### config.mk
export PLATFORM = sky130hd
export DESIGN_NAME = eq_biquad_scheduler
export DESIGN_NICKNAME = d
export VERILOG_FILES = /design/src/rtl/eq_pkg.sv /design/src/rtl/eq_mac_datapath.sv /design/src/rtl/eq_biquad_scheduler.sv
export SDC_FILE = /design/constraint.sdc
export NUM_CORES = 2
export LEC_CHECK = 0
export ABC_AREA = 1
export CAP_MARGIN = 20
export CORE_MARGIN = 10
export CORE_UTILIZATION = 60
export DETAILED_ROUTE_END_ITERATION = 10
export PLACE_DENSITY = 0.81
export SYNTH_ARGS = -nofsm -noshare
export SYNTH_HDL_FRONTEND = slang
export SYNTH_HIERARCHICAL = 1
export SYNTH_SLANG_ARGS = --single-unit
### constraint.sdc
create_clock -name clk -period 12.64 [get_ports clk]
set_input_delay 3.792 -clock clk [delete_from_list [all_inputs] [get_ports clk]]
set_output_delay 3.792 -clock clk [all_outputs]
set_load 0.005 [all_outputs]
### src/rtl/eq_pkg.sv
// Shared types and constants for the three-band EQ biquad cascade.
// Coefficients and samples are signed Q2.14.
package eq_pkg;

    localparam int NUM_STAGES = 3;
    localparam int NUM_TAPS   = 5;
    localparam int COEF_FRAC  = 14;

    typedef logic signed [15:0] coeff_t;
    typedef coeff_t [NUM_TAPS-1:0] stage_coeffs_t;

    typedef enum logic [2:0] {
        B0,
        B1,
        B2,
        A1,
        A2
    } tap_e;

    typedef enum logic [1:0] {
        IDLE,
        MAC,
        WRITE
    } state_e;

endpackage

### src/rtl/eq_mac_datapath.sv
// Shared 16x16 multiplier, 36-bit add/subtract accumulator and
// floor-shift/saturate stage used by every biquad stage in turn.
module eq_mac_datapath
    import eq_pkg::*;
#(
    parameter int FRAC = COEF_FRAC
) (
    input  logic               clk,
    input  logic               reset,
    input  logic               clear,
    input  logic               acc_en,
    input  logic               negate,
    input  coeff_t             coef,
    input  logic signed [15:0] operand,
    output logic signed [15:0] y_sat,
    output logic               sat
);

    logic signed [31:0] prod;
    logic signed [35:0] prod_ext;
    logic signed [35:0] acc;
    logic signed [35:0] acc_shift;

    assign prod      = coef * operand;
    assign prod_ext  = {{4{prod[31]}}, prod};
    assign acc_shift = acc >>> FRAC;

    // Accumulate one Q4.28 product per MAC cycle; feedback taps subtract.
    always_ff @(posedge clk) begin
        if (!reset) begin
            acc <= '0;
        end else if (clear) begin
            acc <= '0;
        end else if (acc_en) begin
            acc <= negate ? acc - prod_ext : acc + prod_ext;
        end
    end

    // Clamp the floored stage result into the signed 16-bit range.
    always_comb begin
        sat   = 1'b0;
        y_sat = acc_shift[15:0];
        if (acc_shift > 36'sd32767) begin
            sat   = 1'b1;
            y_sat = 16'sh7fff;
        end else if (acc_shift < -36'sd32768) begin
            sat   = 1'b1;
            y_sat = 16'sh8000;
        end
    end

endmodule

### src/rtl/eq_biquad_scheduler.sv
// Time-multiplexed scheduler running the low/mid/high Direct Form I
// biquads in order on one shared MAC, one cascade pass per frame edge.
module eq_biquad_scheduler
    import eq_pkg::*;
#(
    parameter bit BOTH_EDGES = 1'b1,
    parameter int COEF_FRAC  = eq_pkg::COEF_FRAC
) (
    input  logic                          clk,
    input  logic                          reset,
    input  logic                          l_r_clk,
    input  logic signed [15:0]            audio_in,
    input  stage_coeffs_t [NUM_STAGES-1:0] coeffs,
    output logic signed [15:0]            audio_out,
    output logic                          sample_valid,
    output logic                          busy,
    output logic                          mac_active,
    output logic                          sat_flag,
    output logic                          overrun
);

    state_e                         state;
    tap_e                           tap;
    logic [1:0]                     stage;
    logic                           lr_q;
    logic                           frame_edge;
    stage_coeffs_t [NUM_STAGES-1:0] shadow;
    logic signed [15:0]             x_in;
    logic signed [15:0]             x1 [NUM_STAGES];
    logic signed [15:0]             x2 [NUM_STAGES];
    logic signed [15:0]             y1 [NUM_STAGES];
    logic signed [15:0]             y2 [NUM_STAGES];
    logic signed [15:0]             x_op;
    logic signed [15:0]             operand;
    logic                           negate;
    logic signed [15:0]             y_sat;
    logic                           sat;
    logic                           acc_clear;
    logic                           acc_en;

    assign frame_edge = (l_r_clk != lr_q) && (BOTH_EDGES || l_r_clk);
    assign acc_clear  = ((state == IDLE) && frame_edge) || (state == WRITE);
    assign acc_en     = (state == MAC);

    // Stage input: captured sample for stage 0, else previous stage's y.
    always_comb begin
        x_op = x_in;
        if (stage == 2'd1) begin
            x_op = y1[0];
        end else if (stage == 2'd2) begin
            x_op = y1[1];
        end
    end

    // Select the MAC operand for the current tap.
    always_comb begin
        operand = x_op;
        negate  = 1'b0;
        unique case (1'b1)
            (tap == B0): operand = x_op;
            (tap == B1): operand = x1[stage];
            (tap == B2): operand = x2[stage];
            (tap == A1): begin
                operand = y1[stage];
                negate  = 1'b1;
            end
            (tap == A2): begin
                operand = y2[stage];
                negate  = 1'b1;
            end
            default: ;
        endcase
    end

    eq_mac_datapath #(
        .FRAC(COEF_FRAC)
    ) u_mac (
        .clk    (clk),
        .reset  (reset),
        .clear  (acc_clear),
        .acc_en (acc_en),
        .negate (negate),
        .coef   (shadow[stage][tap]),
        .operand(operand),
        .y_sat  (y_sat),
        .sat    (sat)
    );

    // Frame sequencer: capture, five MACs per stage, history write-back.
    always_ff @(posedge clk) begin
        if (!reset) begin
            state        <= IDLE;
            tap          <= B0;
            stage        <= '0;
            lr_q         <= l_r_clk;
            shadow       <= '0;
            x_in         <= '0;
            audio_out    <= '0;
            sample_valid <= 1'b0;
            busy         <= 1'b0;
            mac_active   <= 1'b0;
            sat_flag     <= 1'b0;
            overrun      <= 1'b0;
            for (int i = 0; i < NUM_STAGES; i++) begin
                x1[i] <= '0;
                x2[i] <= '0;
                y1[i] <= '0;
                y2[i] <= '0;
            end
        end else begin
            lr_q         <= l_r_clk;
            sample_valid <= 1'b0;
            if (frame_edge && (state != IDLE)) begin
                overrun <= 1'b1;
            end
            unique case (state)
                IDLE: begin
                    if (frame_edge) begin
                        x_in       <= audio_in;
                        shadow     <= coeffs;
                        stage      <= '0;
                        tap        <= B0;
                        busy       <= 1'b1;
                        mac_active <= 1'b1;
                        state      <= MAC;
                    end
                end
                MAC: begin
                    if (tap == A2) begin
                        mac_active <= 1'b0;
                        state      <= WRITE;
                    end else begin
                        tap <= tap_e'(tap + 3'd1);
                    end
                end
                WRITE: begin
                    x2[stage] <= x1[stage];
                    x1[stage] <= x_op;
                    y2[stage] <= y1[stage];
                    y1[stage] <= y_sat;
                    if (sat) begin
                        sat_flag <= 1'b1;
                    end
                    if (stage == 2'd2) begin
                        audio_out    <= y_sat;
                        sample_valid <= 1'b1;
                        busy         <= 1'b0;
                        state        <= IDLE;
                    end else begin
                        stage      <= stage + 2'd1;
                        tap        <= B0;
                        mac_active <= 1'b1;
                        state      <= MAC;
                    end
                end
                default: state <= IDLE;
            endcase
        end
    end

endmodule

[After elaboration in Yosys (flattened, before gate mapping)]
Memory sizes are Yosys's and may differ from the RTL's. A register that Yosys moved wholly into a read port is not among the register bits.
Cells that the tools add are included.
Storage, ports and cells
  register bits: 321
  memory bits (writable): 192
  bits of input ports: 259
  word-level logic and storage cells: 132
  memories: 4
Operators by class
  add/subtract/negate cells: 4
  $mul: 1
  magnitude comparators: 4
  equality and inequality tests: 14
  mux-type cells: 55
  bitwise logic cells: 1
  reduce and logical (&&, ||, !) cells: 22
Memories
  x1: depth 3, bits a word 16, read ports 1, clocked after Yosys merged registers in 1, write ports 3, line eq_biquad_scheduler.sv:29  | logic signed [15:0] x1 [NUM_STAGES];
  x2: depth 3, bits a word 16, read ports 1, clocked after Yosys merged registers in 1, write ports 3, line eq_biquad_scheduler.sv:30  | logic signed [15:0] x2 [NUM_STAGES];
  y1: depth 3, bits a word 16, read ports 3, clocked after Yosys merged registers in 1, write ports 3, line eq_biquad_scheduler.sv:31  | logic signed [15:0] y1 [NUM_STAGES];
  y2: depth 3, bits a word 16, read ports 1, clocked after Yosys merged registers in 1, write ports 3, line eq_biquad_scheduler.sv:32  | logic signed [15:0] y2 [NUM_STAGES];
Operators with widths (number)
  binary-select mux 80 bit (select 2 bit): 1
  two-way mux 16 bit: 9
  two-way mux 80 bit: 1
  case mux 16 bit (4 select lines): 1
  OR reduction 16 bit: 4
  binary-select mux 16 bit (select 3 bit): 1
  adder 36 x 32 -> 36 bit: 1
  two-way mux 36 bit: 1
  subtractor 36 x 32 -> 36 bit: 1
  multiplier 16 x 16 -> 32 bit: 1
  two-way mux 2 bit: 16
  greater-than comparator 22 x 16 -> 1 bit, second input constant: 1
  < comparator 22 x 16 -> 1 bit, second input constant: 1
  two-way mux 1 bit: 17
  AND reduction 2 bit: 5
  two-way mux 3 bit: 3
  case mux 3 bit (3 select lines): 1
  AND reduction 4 bit: 2
  == test 3 x 2 -> 1 bit, second input constant: 2
  inequality test 2 bit, second input constant: 3
  case mux 2 bit (3 select lines): 1
  AND reduction 3 bit: 2
  == test 2 x 1 -> 1 bit, second input constant: 2
  == test 2 bit, second input constant: 2
  18 further kinds: 22

[Longest topological paths before layout]
  depth in word-level cells: 7
  mapped depth: 60
  depth with buffers taken out: 54

[Modules after synthesis]
The synthesis kept the hierarchy.
By module, submodules not included
  eq_biquad_scheduler: instances 1, cells each 2960, area each 24028.0 um^2, sequential area each 13432.9 um^2
  eq_mac_datapath: instances 1, cells each 2308, area each 15647.5 um^2, sequential area each 720.7 um^2

[Worst setup path before layout]
No wires, ideal clock.
  path kind: input to register
  start point: in reset
  end point: mem x1[3][0] (enable)
  library setup time: 578 ps
  data arrival time: 8928 ps
  data required time: 12062 ps
  slack: 3134 ps
  stages on the path: 4
  path buffers: 2
  cells stage by stage: buf_2 -> inv_1 -> clkbuf_1 -> nor3b_1
RTL lines
  from (decl): line eq_biquad_scheduler.sv:10  | input logic reset,
  to (decl): line eq_biquad_scheduler.sv:29

==> results.yml <==
logic_synthesis:
  netlist.area_leader.share: 0.1938
  syn_area_per_cell_um2: 7.531
  synth_flop_cell: "dfxtp_1"
  syn_area_mm2: 0.03968
  synth_area_leader_cell: "edfxtp_1"
  synth_edf_count: 256
  async_reset_ff_frac: 0
  syn_inst: 5268
  synth_most_common_cell: "nand2_1"
  syn_nets: 5917
  synth_cell_type_count: 54
  synthTopCellsByArea: "edfxtp_1 19%, dfxtp_1 16%, nand2_1 16%"
  synth_common_cells: "1654 x nand2_1, 774 x inv_1, 417 x a21oi_1, 383 x nor2_1, 368 x nand3_1"
  yosysSeqAreaShare: 0.3567
  synth_warnings: 6
  ys_ff_latch: 579
clock_network:
  cts_made_buffers: 61
  cts_tree: "built"
  htree_levels: 2
  cts_root_buf: "clkbuf_16"
  path_clk_slew_ns: 0.06
  cts_buffer_depth: 3
  cts_setup_buffers: 0
  holdBufCountCts: 0
  cts.sink_count: 579
  insertion_delay_ns: 0.65
  cts_resized: 0
job:
  drv_cap: 0
route:
  drc: 0
  detail_route.wl_per_cell_um: 19.62
  avgViaCountPerCell: 5.629
  vias: 35470
  detail-route-antenna-nets: 1
  wl_um: 123600
  dr.pass1.iters: 8
  drt-initial-drc-count: 4552
grt:
  grt_max_degree: 135
  grt_pass1_vias: 34370
  grt_use_total: 0.3112
  antenna_found_initial: 16
  grt_overflow: 0
  grt_pass1_wl_um: 191300
placement:
  dp_hpwl_um: 88550
  portBuffers: 279
  routabilityCongestion: 0.9650
worst_setup_path:
  r2r_end: "u_mac/acc[35]"
  critPathMaxStageDelay_ns: 0.80
  cp_slowest_cell: "dfxtp_4"
  cp-end-kind: "register"
  crit_type: "register to register"
  ff2ff_path_depth: 48
  cp_max_fo: 98
  required_ns: 13.15
  r2r_slack_ns: 0.95
  crit_path_start_kind: "register"
  crit_top_cell: "nand2_1"
  arrival_ns: 12.20
floorplan:
  fp.dieH_um: 277.2
  start_util: 0.6046
  pin_count: 280
  die_area_mm2: 0.07681
  core_mm2: 0.06563
  fp.dieW_um: 277.2
  rows: 94
timing:
  fin_skew_ns: 0.05364
  period_needed_ns: 11.69
  tns_ns: 0
  setup_viol: 0
  maxSlewViolCount: 0
  rsz0062_at_grt: "false"
  fmax_mhz: 85.53
  holdWs_ns: 0.4481
  tightest_slew_ns: 1.101
  finalCritPeriodShare: 0.9250
  slew_headroom: 0.2662
  timing.final.hold_violations: 0
hold_path:
  worstHoldEndpoint: "shadow[236]"
  holdCritPathClass: "register to register"
  whs_path_depth: 2
  holdCritStartpoint: "shadow[236]"
run_status:
  violations: "antenna violations"
  status: "complete, but fails checks"
layout:
  fin_nets: 6014
  area_growth_pct: 12.23
  drive_gt1_frac: 0.04228
[layer usage]
metal	part of all wire	global-route usage	vias to the layer above
met1	0.39	0.4068	16860
met2	0.47	0.5069	1727
met3	0.092	0.04730	308
li1	-	-	16580
met5	0	0	-
met4	0.043	0.1353	0
[flip-flops by register name, summed over array words and instances, names as in the netlist, named ones only]
signal        cells
shadow          240
x1               64
x2               64
y1               64
y2               64
u_mac/acc        36
audio_out        16
x_in             16
tap               3
stage             2
state             2
busy              1
lr_q              1
mac_active        1
overrun           1
sample_valid      1
sat_flag          1
[cells in the final DEF (no fill, tap or decap), drive strengths merged, types with 5 or more instances in the layout]
cell           netlist  routed
a21oi              417     417
a31o                17      17
a31oi                5       5
and2                15      15
buf                163      41
bufinv               0       5
clkbuf             122      75
clkdlybuf4s50        0     278
clkinv               5      33
dfxtp              323     323
diode                0      21
edfxtp             256     256
fa                 263     263
ha                 127     127
inv                788     791
nand2             1668    1668
nand3              375     375
nand4               27      27
nor2               395     395
nor3                19      19
nor4                 5       5
o211ai              12      12
o21ai              158     158
or2                  8       8
xnor2               32      32
xor2                42      42
[critical path, delay by kind of cell (launching register included)]
| family | cells | cell delay (ns) |
|---|---|---|
| xor gates and xnor gates | 2 | 0.46 |
| DFF | 1 | 0.80 |
| adders and majority gates | 8 | 3.78 |
| and+or+nand+nor | 24 | 3.34 |
| buffers and inverters | 7 | 1.33 |
| AOI/OAI and AO/OA | 7 | 1.75 |
[worst max-delay path by stage]
| stage | from | endpoint | slack, ns | cells past startpoint |
|---|---|---|---|---|
| floorplan | reset | x1[3][0] | 3.13 | 4 |
| global placement | register | u_mac/acc[35] | 1.43 | 48 |
| detailed placement | register | u_mac/acc[35] | 1.38 | 49 |
| CTS | register | u_mac/acc[35] | 1.35 | 49 |
| global route | register | u_mac/acc[35] | 0.28 | 49 |
| finish | register | u_mac/acc[35] | 0.95 | 48 |
[logic make-up (layout without fill, tap and decap cells)]
kind of cell | after synthesis | count (layout) | synth area share
DFF | 579 | 579 | 0.3567
AOI/OAI and AO/OA | 629 | 629 | 0.08363
adders and majority gates | 390 | 390 | 0.1728
other | 0 | 21 | 0
and+or+nand+nor | 2518 | 2518 | 0.2579
xor gates and xnor gates | 74 | 74 | 0.01747
buffers and inverters | 1078 | 1226 | 0.1115
[final cells by class]
class | instances | area, um^2
repair buffers | 319 | 3100
clock inverters | 39 | 360.3
flip-flops and latches | 579 | 14160
fillers | 5364 | 21100
inverters | 793 | 2989
multi-input cells | 3611 | 21130
well taps | 864 | 1081
diodes | 21 | 52.55
clock buffers | 75 | 1650
[stage by stage]
stage / area [um^2] / instances / utilization / worst slack (ns)
after global placement: 42470 / 6166 / 0.6471 / 1.430
after CTS: 44480 / 6280 / 0.6777 / 1.346
after detailed placement: 42470 / 6166 / 0.6471 / 1.384
after floorplan: 39680 / 5268 / - / 3.134
final: 44530 / 6301 / 0.6785 / 0.9476
after global routing: 44510 / 6295 / 0.6783 / 0.2849
Power is left out: the tool's default activity adds up to more than one toggle a clock period on the data nets, which glitch-free logic cannot reach.
